==> src/rtl/order_content_arbiter_pkg.sv <==
// Shared types and constants for the order-content RAM arbiter.
// Latency: n/a (definitions only).
// Backpressure: n/a (definitions only).
package order_content_arbiter_pkg;

  localparam int ORDER_ADDR_W = 12;
  localparam int ORDER_DATA_W = 217;

  typedef enum logic {
    ST_CLEAR = 1'b0,
    ST_ARB   = 1'b1
  } state_t;

  // Requester ids double as bit positions in the arbiter req/grant vectors.
  localparam logic REQ_RD = 1'b0;
  localparam logic REQ_WR = 1'b1;

  // Saturating increment for the statistics counters.
  function automatic logic [31:0] sat_inc(input logic [31:0] v);
    return (v == 32'hFFFF_FFFF) ? v : v + 32'd1;
  endfunction

endpackage

==> src/rtl/order_content_arbiter_if.sv <==
// Requester handshakes plus RAM port bundle for the order-content arbiter.
// Latency: n/a (wires only).
// Backpressure: wr/rd requests wait on *_ready; read responses have none.
interface order_content_arbiter_if
  import order_content_arbiter_pkg::*;
#(
  parameter int ADDR_WIDTH = ORDER_ADDR_W,
  parameter int DATA_WIDTH = ORDER_DATA_W
) ();

  logic                  wr_valid;
  logic                  wr_ready;
  logic [ADDR_WIDTH-1:0] wr_addr;
  logic [DATA_WIDTH-1:0] wr_data;

  logic                  rd_valid;
  logic                  rd_ready;
  logic [ADDR_WIDTH-1:0] rd_addr;
  logic                  rd_resp_valid;
  logic [DATA_WIDTH-1:0] rd_resp_data;

  logic [ADDR_WIDTH-1:0] ram_addr;
  logic [DATA_WIDTH-1:0] ram_din;
  logic                  ram_we;
  logic [DATA_WIDTH-1:0] ram_dout;

  // Arbiter side.
  modport slave (
    input  wr_valid, wr_addr, wr_data, rd_valid, rd_addr, ram_dout,
    output wr_ready, rd_ready, rd_resp_valid, rd_resp_data,
           ram_addr, ram_din, ram_we
  );

  // Requesters and RAM side.
  modport master (
    output wr_valid, wr_addr, wr_data, rd_valid, rd_addr, ram_dout,
    input  wr_ready, rd_ready, rd_resp_valid, rd_resp_data,
           ram_addr, ram_din, ram_we
  );

endinterface

==> src/rtl/order_content_arbiter_rr_arb2.sv <==
// Two-input round-robin arbiter; priority pointer flips only on contention.
// Latency: grant is combinational from req in the same cycle.
// Backpressure: a losing requester simply sees no grant and retries.
module rr_arb2
  import order_content_arbiter_pkg::*;
(
  input  logic       clk,
  input  logic       reset,
  input  logic [1:0] req,
  output logic [1:0] grant
);

  logic ptr;

  // Hand priority to the other side after every contended grant.
  always_ff @(posedge clk) begin
    if (reset) begin
      ptr <= REQ_RD;
    end else if (req == 2'b11) begin
      ptr <= ~ptr;
    end
  end

  // Single requester wins outright; on contention the pointer decides.
  always_comb begin
    grant = req;
    if (req == 2'b11) begin
      grant      = 2'b00;
      grant[ptr] = 1'b1;
    end
  end

endmodule

==> src/rtl/order_content_arbiter.sv <==
// Shares the single-port order-content RAM between writer and reader; clears RAM after reset.
// Latency: read data 1 cycle after the read grant; one RAM access per cycle.
// Backpressure: wr_ready/rd_ready low during clear or when the other side wins. Optional stats: ORDER_CONTENT_ARB_STATS_EN.
module order_content_arbiter
  import order_content_arbiter_pkg::*;
#(
  parameter int ADDR_WIDTH     = ORDER_ADDR_W,
  parameter int DATA_WIDTH     = ORDER_DATA_W,
  parameter bit CLEAR_ON_RESET = 1'b1
) (
  input  logic                     clk,
  input  logic                     reset,
  order_content_arbiter_if.slave   bus,
  output logic                     init_done
`ifdef ORDER_CONTENT_ARB_STATS_EN
  ,
  output logic [31:0]              stat_wr_cnt,
  output logic [31:0]              stat_rd_cnt,
  output logic [31:0]              stat_conflict_cnt
`endif
);

  localparam logic [ADDR_WIDTH-1:0] CLR_LAST = '1;

  state_t                state, state_nxt;
  logic [ADDR_WIDTH-1:0] clr_cnt;
  logic [ADDR_WIDTH-1:0] addr_q;
  logic                  resp_q;
  logic                  in_arb;
  logic [1:0]            req, grant;
  logic                  grant_wr, grant_rd;

  logic                  wr_ready_c, rd_ready_c, ram_we_c;
  logic [ADDR_WIDTH-1:0] ram_addr_c;
  logic [DATA_WIDTH-1:0] ram_din_c;

  // Requests are only visible to the arbiter once clear is finished.
  assign in_arb       = (state == ST_ARB) && !reset;
  assign req[REQ_RD]  = in_arb && bus.rd_valid;
  assign req[REQ_WR]  = in_arb && bus.wr_valid;

  rr_arb2 u_arb (
    .clk   (clk),
    .reset (reset),
    .req   (req),
    .grant (grant)
  );

  assign grant_wr = grant[REQ_WR];
  assign grant_rd = grant[REQ_RD];

  // State register.
  always_ff @(posedge clk) begin
    if (reset) begin
      state <= CLEAR_ON_RESET ? ST_CLEAR : ST_ARB;
    end else begin
      state <= state_nxt;
    end
  end

  // Leave CLEAR once the last address has been written.
  always_comb begin
    state_nxt = state;
    if ((state == ST_CLEAR) && (clr_cnt == CLR_LAST)) begin
      state_nxt = ST_ARB;
    end
  end

  // Clear counter, done flag, held address and read-response valid.
  always_ff @(posedge clk) begin
    if (reset) begin
      clr_cnt   <= '0;
      init_done <= !CLEAR_ON_RESET;
      addr_q    <= '0;
      resp_q    <= 1'b0;
    end else begin
      resp_q <= grant_rd;
      if (state == ST_CLEAR) begin
        clr_cnt <= clr_cnt + 1'b1;
        addr_q  <= clr_cnt;
        if (clr_cnt == CLR_LAST) begin
          init_done <= 1'b1;
        end
      end else if (grant_wr || grant_rd) begin
        addr_q <= ram_addr_c;
      end
    end
  end

  // RAM port and ready outputs; idle cycles keep the last address on the bus.
  always_comb begin
    wr_ready_c = 1'b0;
    rd_ready_c = 1'b0;
    ram_we_c   = 1'b0;
    ram_addr_c = addr_q;
    ram_din_c  = bus.wr_data;
    if (reset) begin
      ram_addr_c = '0;
      ram_din_c  = '0;
    end else if (state == ST_CLEAR) begin
      ram_we_c   = 1'b1;
      ram_addr_c = clr_cnt;
      ram_din_c  = '0;
    end else begin
      wr_ready_c = grant_wr;
      rd_ready_c = grant_rd;
      ram_we_c   = grant_wr;
      if (grant_wr) begin
        ram_addr_c = bus.wr_addr;
      end else if (grant_rd) begin
        ram_addr_c = bus.rd_addr;
      end
    end
  end

  assign bus.wr_ready      = wr_ready_c;
  assign bus.rd_ready      = rd_ready_c;
  assign bus.ram_we        = ram_we_c;
  assign bus.ram_addr      = ram_addr_c;
  assign bus.ram_din       = ram_din_c;
  assign bus.rd_resp_valid = resp_q;
  assign bus.rd_resp_data  = bus.ram_dout;

`ifdef ORDER_CONTENT_ARB_STATS_EN
  // Saturating activity counters, frozen while clearing.
  always_ff @(posedge clk) begin
    if (reset) begin
      stat_wr_cnt       <= '0;
      stat_rd_cnt       <= '0;
      stat_conflict_cnt <= '0;
    end else if (in_arb) begin
      if (grant_wr) stat_wr_cnt <= sat_inc(stat_wr_cnt);
      if (grant_rd) stat_rd_cnt <= sat_inc(stat_rd_cnt);
      if (bus.wr_valid && bus.rd_valid) stat_conflict_cnt <= sat_inc(stat_conflict_cnt);
    end
  end
`endif

endmodule
==> src/flat_wrapper.sv <==
// flat-port wrapper written by rule: the top's interface ports become plain ports
module order_content_arbiter_flat import order_content_arbiter_pkg::*;
#(
  parameter int ADDR_WIDTH     = ORDER_ADDR_W,
  parameter int DATA_WIDTH     = ORDER_DATA_W,
  parameter bit CLEAR_ON_RESET = 1'b1
)
  (clk, reset, init_done, bus_wr_valid, bus_wr_addr, bus_wr_data, bus_rd_valid, bus_rd_addr, bus_ram_dout, bus_wr_ready, bus_rd_ready, bus_rd_resp_valid, bus_rd_resp_data, bus_ram_addr, bus_ram_din, bus_ram_we);
  order_content_arbiter_if #(.ADDR_WIDTH(ADDR_WIDTH), .DATA_WIDTH(DATA_WIDTH)) bus_i ();
  input  logic clk;
  input  logic reset;
  output logic init_done;
  input wire logic [$bits(bus_i.wr_valid)-1:0] bus_wr_valid;
  input wire logic [$bits(bus_i.wr_addr)-1:0] bus_wr_addr;
  input wire logic [$bits(bus_i.wr_data)-1:0] bus_wr_data;
  input wire logic [$bits(bus_i.rd_valid)-1:0] bus_rd_valid;
  input wire logic [$bits(bus_i.rd_addr)-1:0] bus_rd_addr;
  input wire logic [$bits(bus_i.ram_dout)-1:0] bus_ram_dout;
  output wire logic [$bits(bus_i.wr_ready)-1:0] bus_wr_ready;
  output wire logic [$bits(bus_i.rd_ready)-1:0] bus_rd_ready;
  output wire logic [$bits(bus_i.rd_resp_valid)-1:0] bus_rd_resp_valid;
  output wire logic [$bits(bus_i.rd_resp_data)-1:0] bus_rd_resp_data;
  output wire logic [$bits(bus_i.ram_addr)-1:0] bus_ram_addr;
  output wire logic [$bits(bus_i.ram_din)-1:0] bus_ram_din;
  output wire logic [$bits(bus_i.ram_we)-1:0] bus_ram_we;
  assign bus_i.wr_valid = bus_wr_valid;
  assign bus_i.wr_addr = bus_wr_addr;
  assign bus_i.wr_data = bus_wr_data;
  assign bus_i.rd_valid = bus_rd_valid;
  assign bus_i.rd_addr = bus_rd_addr;
  assign bus_i.ram_dout = bus_ram_dout;
  assign bus_wr_ready = bus_i.wr_ready;
  assign bus_rd_ready = bus_i.rd_ready;
  assign bus_rd_resp_valid = bus_i.rd_resp_valid;
  assign bus_rd_resp_data = bus_i.rd_resp_data;
  assign bus_ram_addr = bus_i.ram_addr;
  assign bus_ram_din = bus_i.ram_din;
  assign bus_ram_we = bus_i.ram_we;
  order_content_arbiter #(.ADDR_WIDTH(ADDR_WIDTH), .DATA_WIDTH(DATA_WIDTH), .CLEAR_ON_RESET(CLEAR_ON_RESET)) u_core (.clk(clk), .reset(reset), .bus(bus_i), .init_done(init_done));
endmodule
==> config.mk <==
export PLATFORM = sky130hd
export DESIGN_NAME = order_content_arbiter_flat
export DESIGN_NICKNAME = d
export VERILOG_FILES = /design/src/rtl/order_content_arbiter_pkg.sv /design/src/rtl/order_content_arbiter_if.sv /design/src/rtl/order_content_arbiter_rr_arb2.sv /design/src/rtl/order_content_arbiter.sv /design/src/flat_wrapper.sv
export SDC_FILE = /design/constraint.sdc
export NUM_CORES = 1
export LEC_CHECK = 0
export CAP_MARGIN = 20
export CORE_AREA = 4 4 350 352
export CTS_BUF_LIST = sky130_fd_sc_hd__clkbuf_2
export DETAILED_ROUTE_END_ITERATION = 8
export DIE_AREA = 0 0 354 356
export PLACE_DENSITY_LB_ADDON = 0.15
export SLEW_MARGIN = 20
export SYNTH_ARGS = -nofsm -noshare
export SYNTH_HDL_FRONTEND = slang
export SYNTH_HIERARCHICAL = 1
export SYNTH_SLANG_ARGS = --single-unit
==> constraint.sdc <==
create_clock -name clk -period 3.4 [get_ports clk]
set_input_delay 0.34 -clock clk [delete_from_list [all_inputs] [get_ports clk]]
set_output_delay 0.34 -clock clk [all_outputs]
set_load 0.1 [all_outputs]
# Word-level counts from Yosys, hierarchy flattened
# Index checks and enable logic that the tools add are counted.
totals:
  romBits: 0
  mem_count: 0
  regBits: 28
  word_cells: 39
  in_bits: 462
  output_inout_bits: 451
  ramBits: 0
  latch_bits: 0
op_classes:
  mul: 0
  shifts: 0
  add_sub_neg: 1
  n_eq_ne: 3
  div: 0
  mux: 17
  order_cmp: 2
  reduce_logical: 8
  bitwise_logic: 2
op_table:
  columns: ["op", "count"]
  rows:
  - ["$mux 217", 2]
  - ["$mux 12", 6]
  - ["$add 12x1->12 const B", 1]
  - ["$eq 12x12->1 const B", 1]
  - ["$mux 1", 7]
  - ["$logic_and 1x1->1", 5]
  - ["$eq 2x2->1 const B", 1]
  - ["$lt 1x2->1 const B", 1]
  - ["$mux 2", 1]
  - ["$ne 2x2->1 const B", 1]
  - ["$not 1->1", 2]
  - ["$reduce_and 2->1", 1]
  - ["$demux 1 s1", 1]
  - ["$ge 1x1->1 const B", 1]
  - ["$logic_not 1->1", 1]
  - ["$logic_or 1x1->1", 1]

# Longest topological paths before layout
# Gate-level depths: netlist of the first run.
logic_depth:
  depth_word: 11
  depth_mapped: 10
  mapped_depth_nobuf: 7

# Hierarchy
# Netlist of the first run, hierarchy kept.
modules_own_cells:
  columns: ["module", "cells_per_inst", "instances", "area_each_um2", "seq_area_each_um2"]
  rows:
  - ["order_content_arbiter", 613, 1, 4480.5, 520.5]
  - ["rr_arb2", 7, 1, 65.1, 20.0]

# Worst setup path after synthesis of the first run
# OpenSTA, ideal clock, no wires.
synth_timing:
  path_kind: "register to output"
  start: "reg u_core.state"
  end: "out bus_ram_addr[10]"
  setup_slack_ps: -1235
  path_stages_with_launch: 11
  required_time_ps: 3060
  path_buffers: 3
  t_arrival_ps: 4295
  path_cell_list: "dfxtp_1 buf_6 inv_1 nor2_1 clkbuf_1 and2_1 a21boi_0 buf_2 mux2_2 mux2i_1 o22ai_1"
synth_via:
  elab_chain_len: 8
  word_cells_on_any_way: 9
  classes_between: "eq/ne: 1; mux: 5; reduce/logical: 3"
synth_rtl:
  columns: ["item", "line_no", "rtl"]
  rows:
  - ["start, declared", "order_content_arbiter.sv:25", "state_t state, state_nxt;"]
  - ["start signal, assigned", "order_content_arbiter.sv:55", "state <= CLEAR_ON_RESET ? ST_CLEAR : ST_ARB;"]
  - ["start signal, assigned", "order_content_arbiter.sv:57", "state <= state_nxt;"]
  - ["$logic_and 1x1->1 (*)", "order_content_arbiter.sv:38", "assign in_arb = (state == ST_ARB) && !reset;"]
  - ["$logic_and 1x1->1 (*)", "order_content_arbiter.sv:39", "assign req[REQ_RD] = in_arb && bus.rd_valid;"]
  - ["named net u_core.req[0]", "order_content_arbiter.sv:30", "logic [1:0] req, grant;"]
  - ["$eq 2x2->1", "order_content_arbiter_rr_arb2.sv:27", "if (req == 2'b11) begin"]
  - ["$mux 2 (*)", "order_content_arbiter_rr_arb2.sv:27", null]
  - ["named net u_core.grant[0]", "order_content_arbiter.sv:30", null]
  - ["$mux 12 (*)", "order_content_arbiter.sv:110", "end else if (grant_rd) begin"]
  - ["$mux 12 (*)", "order_content_arbiter.sv:108", "if (grant_wr) begin"]
  - ["$mux 12 (*)", "order_content_arbiter.sv:100", "end else if (state == ST_CLEAR) begin"]
  - ["$mux 12 (*)", "order_content_arbiter.sv:97", "if (reset) begin"]
  - ["end, declared", "flat_wrapper.sv:23", "output wire logic [$bits(bus_i.ram_addr)-1:0] bus_ram_addr;"]
# Mark *: on every way through the listed nets, which the timed path passes. The rest lies on a longest branch.

# Worst setup path after layout of the first run
layout_timing:
  start: "reg u_core.state"
  end: "out bus_ram_addr[8]"
# The elaborated chain is that of the path after synthesis.

==> out/metrics.csv, run 1 <==
metric;value;unit
outcome;finished clean;
place_inst;2465;
cts-root-buf;clkbuf_2;
maxSlewViolCount;0;
ys_types;35;
slew_headroom;53.17;%
postRouteAntennaNets;0;
cp_data_required_time;3060;ps
drive_above_1_share;33.72;%
cts_num_sinks;27;
avgViaCountPerCell;2.072;
overflow;0;
clock_latency;440;ps
grt_max_degree;199;
yosysWarnings;6;
clk_pin_slew_worst_paths;360;ps
power.density;73.74;mW/mm^2
criticalPathCategory;reg -> out;
hold_path_class;in -> reg;
wire_per_inst;21.54;microns
start_util;3.809;%
drc_errors;0;
irDropWorstVdd;0.1129;mV
synth.avg_cell_area;7.332;sq um
final_cell_count_no_fill;2489;
fin_skew;33.72;ps
cts_made_buffers;3;
synth-adder-area-share;0.2753;%
design_area;0.01171;sq mm
syn-cell-area;0.004546;sq mm
syn_inst;620;
p_leak;3.987;nW
post_dp_cell_area;0.01157;sq mm
row_count;127;
grt_antenna_before_repair;46;
final-setup-viol-count;0;
synthMuxAreaShare;6.083;%
start_kind;flip-flop;
place.gp.congestion;0.7371;
worst_slew_pin_slew;702.5;ps
grt_pass1_vias;5563;
fin_setup_tns;0;ps
htree_levels;1;
dp_hpwl;49.37;mm
vias;5156;
fmax;318.5;MHz
syn-num-nets;1083;
area_growth;157.7;%
final-hold-violation-count;0;
nNetsFinal;1324;
firstDrtPassIters;4;
grt_pass1_wl;65.30;mm
die_w;354;microns
path_max_fanout;14;
final_util;9.816;%
endpoint_kind;primary output;
grt_use_total;8.013;%
ys_seq_area_share;11.89;%
synth_compound_area_share;6.028;%
io_pins;913;
timing.final.crit_share;92.33;%
synth-simple-area-share;35.73;%
dr.first_iter.drc_count;152;
routed_wl;53.62;mm
total_power;863.8;uW
synth-seq-cells;27;
synthXorXnorAreaFrac;0.5780;%
synth_top_family_by_area;buffers and inverters;
cts_tree;built;
rsz0062_at_grt;no;
clockBufferDepth;2;
arrival;2800;ps
die_h;356;microns
die_area;0.1260;sq mm
fin_crit;3139;ps
io_buffers;478;
coreArea;0.1193;sq mm
maxCapViolCount;0;
## cells by family (layout without fill, tap and decap cells)
family,after synthesis,count (layout)
adders and majority gates,1,1
xor gates and xnor gates,3,3
and+or+nand+nor,264,264
buffers and inverters,255,495
AOI/OAI and AO/OA,44,44
other,0,17
muxes,26,26
DFF,27,27
## cells in the final DEF, fill, tap and decap left out, drive strengths merged, types with 3 or more instances in the layout
cell / instances
buf: 245
clkdlybuf4s50: 243
and2: 220
dfxtp: 27
o22ai: 24
diode: 17
nand2: 16
mux2: 13
mux2i: 13
a21oi: 10
nor2: 7
or4: 5
o31ai: 4
clkbuf: 3
o21ai: 3
or3: 3
## power by group
group,total (mW),leakage (nW),switching [mW],internal [mW]
Clock,0.161,0.0171,0.129,0.0311
Combinational,0.374,3.75,0.110,0.264
Sequential,0.329,0.219,0.00635,0.323
Total,0.864,3.99,0.246,0.618
## cell usage after synthesis
cell type  number  area share (%)
and2_1        220              30
buf_4         219              36
clkbuf_1       27             2.2
dfxtp_1        27              12
o22ai_1        24             3.3
nand2_1        16             1.3
mux2_2         13             3.2
mux2i_1        13             2.9
a21oi_1         9            0.99
nor2_1          7            0.58
or4_1           5            0.83
buf_2           4            0.44
o31ai_1         4            0.66
o21ai_0         3            0.33
a21boi_0        2            0.33
inv_1           2            0.17
nand3_1         2            0.22
nand3b_1        2            0.33
nand4_1         2            0.28
nor2b_1         2            0.28
or3_1           2            0.28
xor2_1          2            0.39
a21bo_1         1            0.22
a21oi_2         1            0.19
and2b_1         1            0.17
buf_1           1           0.082
buf_6           1            0.25
clkinv_1        1           0.082
ha_1            1            0.28
nand2b_2        1            0.19
nand4b_4        1            0.52
nor4_1          1            0.14
or2b_1          1            0.17
or3_2           1            0.17
xnor2_1         1            0.19
## layer usage
metal  GRT usage [%]  part of all wire, %
met5               0                 0.23
met2           11.32                   40
met4          0.7694                  1.1
met3           9.203                   23
met1           8.057                   35
## stage by stage
step | worst slack, ps | hold WS (ps)
finish | 260.6 | 378.6
global route | 38.20 | 348.1
CTS | 48.50 | 305.3
detailed placement | 461.5 | 510.9
global placement | 480.4 | 502.3
floorplan | 99.33 | 402.4
## worst max-delay path: stages, from the launching register on
cell,delay (ps)
dfxtp_4,450
clkinvlp_4,110
nor2_4,180
and2_1,200
a21boi_2,190
buf_6,220
mux2_2,360
mux2i_1,280
o22ai_4,130
buf_12,190
## what timing repair did
action	4_1_cts	5_1_grt
resized for setup	3	5
setup buffers	1	1
hold buffers	0	0
endpoints found under the setup margin	12	11
## area by class of cell
type                       instances  area [sq um]
clock inverter                     1         8.758
fill                           13730        107600
antenna                           17         42.54
clock buffer                       3         15.01
multi-input combinational        338          2389
sequential                        27         544.3
timing repair buffer             488          6683
tap                             1612          2017
inverter                           3         15.01
## state kept, by name, summed over array words and instances, names as in the netlist
register and cells:
u_core/addr_q 12, u_core/bus.rd_resp_valid 1, u_core/clr_cnt 12, u_core/state 1
u_core/u_arb/ptr 1
## path summary, 6_finish.rpt
path / from / endpoint / slack, ps / depth (start not counted)
worst min-delay path: reset / u_core/u_arb/ptr / 380 / 5
worst max register to register: u_core/state / u_core/addr_q[8] / 1130 / 8
worst max-delay path: u_core/state / bus_ram_addr[8] / 260 / 9
worst min register to register: u_core/clr_cnt[10] / u_core/clr_cnt[10] / 540 / 2
Note: power is estimated with default switching activity, not from simulation.
==> inputs of run 2 (changes only) <==
--- a/config.mk
+++ b/config.mk
@@ -5,11 +5,12 @@
 export SDC_FILE = /design/constraint.sdc
 export NUM_CORES = 1
 export LEC_CHECK = 0
+export ABC_AREA = 1
 export CAP_MARGIN = 20
-export CORE_AREA = 4 4 350 352
+export CORE_AREA = 4 4 348 350
 export CTS_BUF_LIST = sky130_fd_sc_hd__clkbuf_2
 export DETAILED_ROUTE_END_ITERATION = 8
-export DIE_AREA = 0 0 354 356
+export DIE_AREA = 0 0 352 354
 export PLACE_DENSITY_LB_ADDON = 0.15
 export SLEW_MARGIN = 20
 export SYNTH_ARGS = -nofsm -noshare
==> out/metrics.csv, run 2 <==
metric;value;unit
clockBufferDepth;2;
cts_tree;built;
place.gp.congestion;0.7771;
final-setup-viol-count;0;
ys_seq_area_share;10.81;%
io_buffers;478;
clock_latency;460;ps
post_cts_resized;0;
synth.avg_cell_area;5.497;sq um
cts_made_buffers;3;
dr.first_iter.drc_count;331;
rsz0062_at_grt;no;
reg.largest.list;u_core/addr_q: 12 flops, u_core/clr_cnt: 12 flops;
pwr-share-clk;17.7;%
fin_crit;2920;ps
grt_pass1_wl;66.60;mm
grt_max_degree;130;
endpoint_kind;primary output;
layout_common_cells;nand2_1, clkdlybuf4s50_1, nor2_1, buf_4, dfxtp_1;
maxCapViolCount;0;
avgViaCountPerCell;2.500;
pwr-share-comb;47.3;%
slew_headroom;33.66;%
p_int;625.3;uW
start_util;4.248;%
worst_path_largest_cell_delay;440;ps
overflow;0;
mostFrequentLayoutCell;nand2_1;
crit_slowest_cell;nor2_1;
yosys.area.top_type_share;36.02;%
synth_ff_type;dfxtp_1;
r2r_end;u_core/addr_q[3];
firstDrtPassIters;5;
fin_setup_tns;0;ps
power.density;96.10;mW/mm^2
fin_skew;49.57;ps
reg2reg_depth;6;
maxSlewViolCount;0;
p_leak;3.456;nW
die_area;0.1246;sq mm
die_w;352;microns
hold_path_class;in -> reg;
arrival;2580;ps
cpMostUsedCell;buf_4;
path_max_fanout;104;
criticalPathCategory;reg -> out;
syn-num-nets;1373;
cts_num_sinks;27;
post_cts_buffers;0;
grt_pass1_vias;6912;
row_count;126;
synth_most_common_cell;nand2_1;
drive_above_1_share;25.40;%
seqPwrFrac;35.0;%
worstPathCellList;buf_4, buf_12, nand2_1, nor2_1, buf_4;
synthArstFlopShare;0;%
multi_input_area;0.002589;sq mm
synth_top_area_cell;buf_4;
vias;6667;
drc_errors;0;
postRouteAntennaNets;0;
cp_data_required_time;3060;ps
r2r_start;u_core/state;
syn_inst;910;
r2r_slack;1400;ps
swShare;32.98;%
cts-root-buf;clkbuf_2;
dp_hpwl;44.91;mm
nNetsFinal;1590;
start_kind;flip-flop;
htree_levels;1;
crit_end;bus_ram_din[57];
die_h;354;microns
fillers;13960;
critPathLaunch;u_core/state;
worst_slew_pin_slew;992.0;ps
seqCellArea;544.3;sq um
synth_common_cells;nand2_1, buf_4, nor2_1;
synth-edff-count;0;
final_util;8.244;%
final-hold-violation-count;0;
io_pins;913;
synth-seq-cells;27;
grt_antenna_before_repair;28;
timing.final.crit_share;85.90;%
wire_per_inst;19.28;microns
area_growth;94.07;%
ys_top_cells_by_area;buf_4, nand2_1, nor2_1;
clk_pin_slew_worst_paths;310;ps
grt_use_total;7.749;%
syn-cell-area;0.005002;sq mm
outcome;finished clean;
coreArea;0.1178;sq mm
p_sw;307.6;uW
ys_types;23;
fmax;342.4;MHz
hold_buffers;0;
routed_wl;51.41;mm
irDropWorstVdd;0.1207;mV
yosysWarnings;6;
run 2: cell count changes after synthesis, sizes merged, moves of 20 or more:
cell   delta
nand2   +238
nor2    +236
and2    -220
buf      +36
o22ai    -24
a31oi    +20
inv      +20
run 2: how the worst min path moves through the flow:
| stage | start | endpoint | slack [ps] | cells after the start |
|---|---|---|---|---|
| 2_1_floorplan | u_core/clr_cnt[11] | u_core/state | 450 | 2 |
| 3_3_place_gp | u_core/clr_cnt[3] | u_core/clr_cnt[3] | 490 | 1 |
| 3_5_place_dp | u_core/clr_cnt[3] | u_core/clr_cnt[3] | 490 | 1 |
| 4_1_cts | reset | u_core/state | 180 | 4 |
| 5_1_grt | reset | u_core/state | 190 | 4 |
| 6_report | reset | u_core/state | 210 | 4 |
run 2: metal layers:
layer	routed length, microns	global-route usage (%)	vias to the layer above
met5	53	0.1538	-
met1	21210	9.188	3040
li1	-	-	2992
met3	7663	5.285	163
met2	20830	11.18	462
met4	1665	2.270	10
run 2: power groups by stage:
stage / sequential (mW) / combinational (mW) / clock (mW)
after floorplan: 0.331 / 1.29 / 0
after global placement: 0.331 / 0.445 / 0
after detailed placement: 0.331 / 0.445 / 0
after CTS: 0.327 / 0.451 / 0.189
after global routing: 0.328 / 0.470 / 0.194
final: 0.326 / 0.441 / 0.165
run 2: cells by family after synthesis:
kind of cell             synth area share, %
adder cells (fa/ha/maj)               0.2501
buffers and inverters                  40.92
AO/OA/AOI/OAI                          6.653
flip-flops                             10.81
AND/OR/NAND/NOR                        41.37
run 2: final cells by class:
type	count	share of cell area [%]
multi-input cells	584	26.67
repair buffers	489	46.71
inverters	22	0.8506
diodes	5	0.1289
well taps	1536	19.80
flip-flops and latches	27	5.606
clock inverters	1	0.09022
clock buffers	3	0.1547
run 2: stage by stage:
| step | instance area (sq um) | setup slack (ps) | total power, mW | instances | hold WS, ps |
|---|---|---|---|---|---|
| final | 9708 | 479.5 | 0.9329 | 2667 | 209.5 |
| after global routing | 9698 | 215.9 | 0.9919 | 2663 | 189.1 |
| after CTS | 9668 | 298.5 | 0.9668 | 2661 | 176.4 |
| after detailed placement | 9644 | 341.5 | 0.7757 | 2657 | 493.8 |
| after global placement | 9644 | 284.5 | 0.7764 | 2657 | 485.0 |
| after floorplan | 5177 | 43.42 | 1.617 | 910 | 453.1 |
run 2: critical path: cells and delay by family, from the launching register on:
family | cells | cell delay (ps)
buf+inv | 3 | 1090
simple gates | 2 | 550
flops | 1 | 410
==> inputs of run 3 (changes only) <==
--- a/config.mk
+++ b/config.mk
@@ -5,12 +5,11 @@
 export SDC_FILE = /design/constraint.sdc
 export NUM_CORES = 1
 export LEC_CHECK = 0
-export ABC_AREA = 1
 export CAP_MARGIN = 20
-export CORE_AREA = 4 4 348 350
+export CORE_AREA = 4 4 350 352
 export CTS_BUF_LIST = sky130_fd_sc_hd__clkbuf_2
 export DETAILED_ROUTE_END_ITERATION = 8
-export DIE_AREA = 0 0 352 354
+export DIE_AREA = 0 0 354 356
 export PLACE_DENSITY_LB_ADDON = 0.15
 export SLEW_MARGIN = 20
 export SYNTH_ARGS = -nofsm -noshare
==> results of run 3 <==
The final DEF is identical to that of run 1; final timing and power are the same.
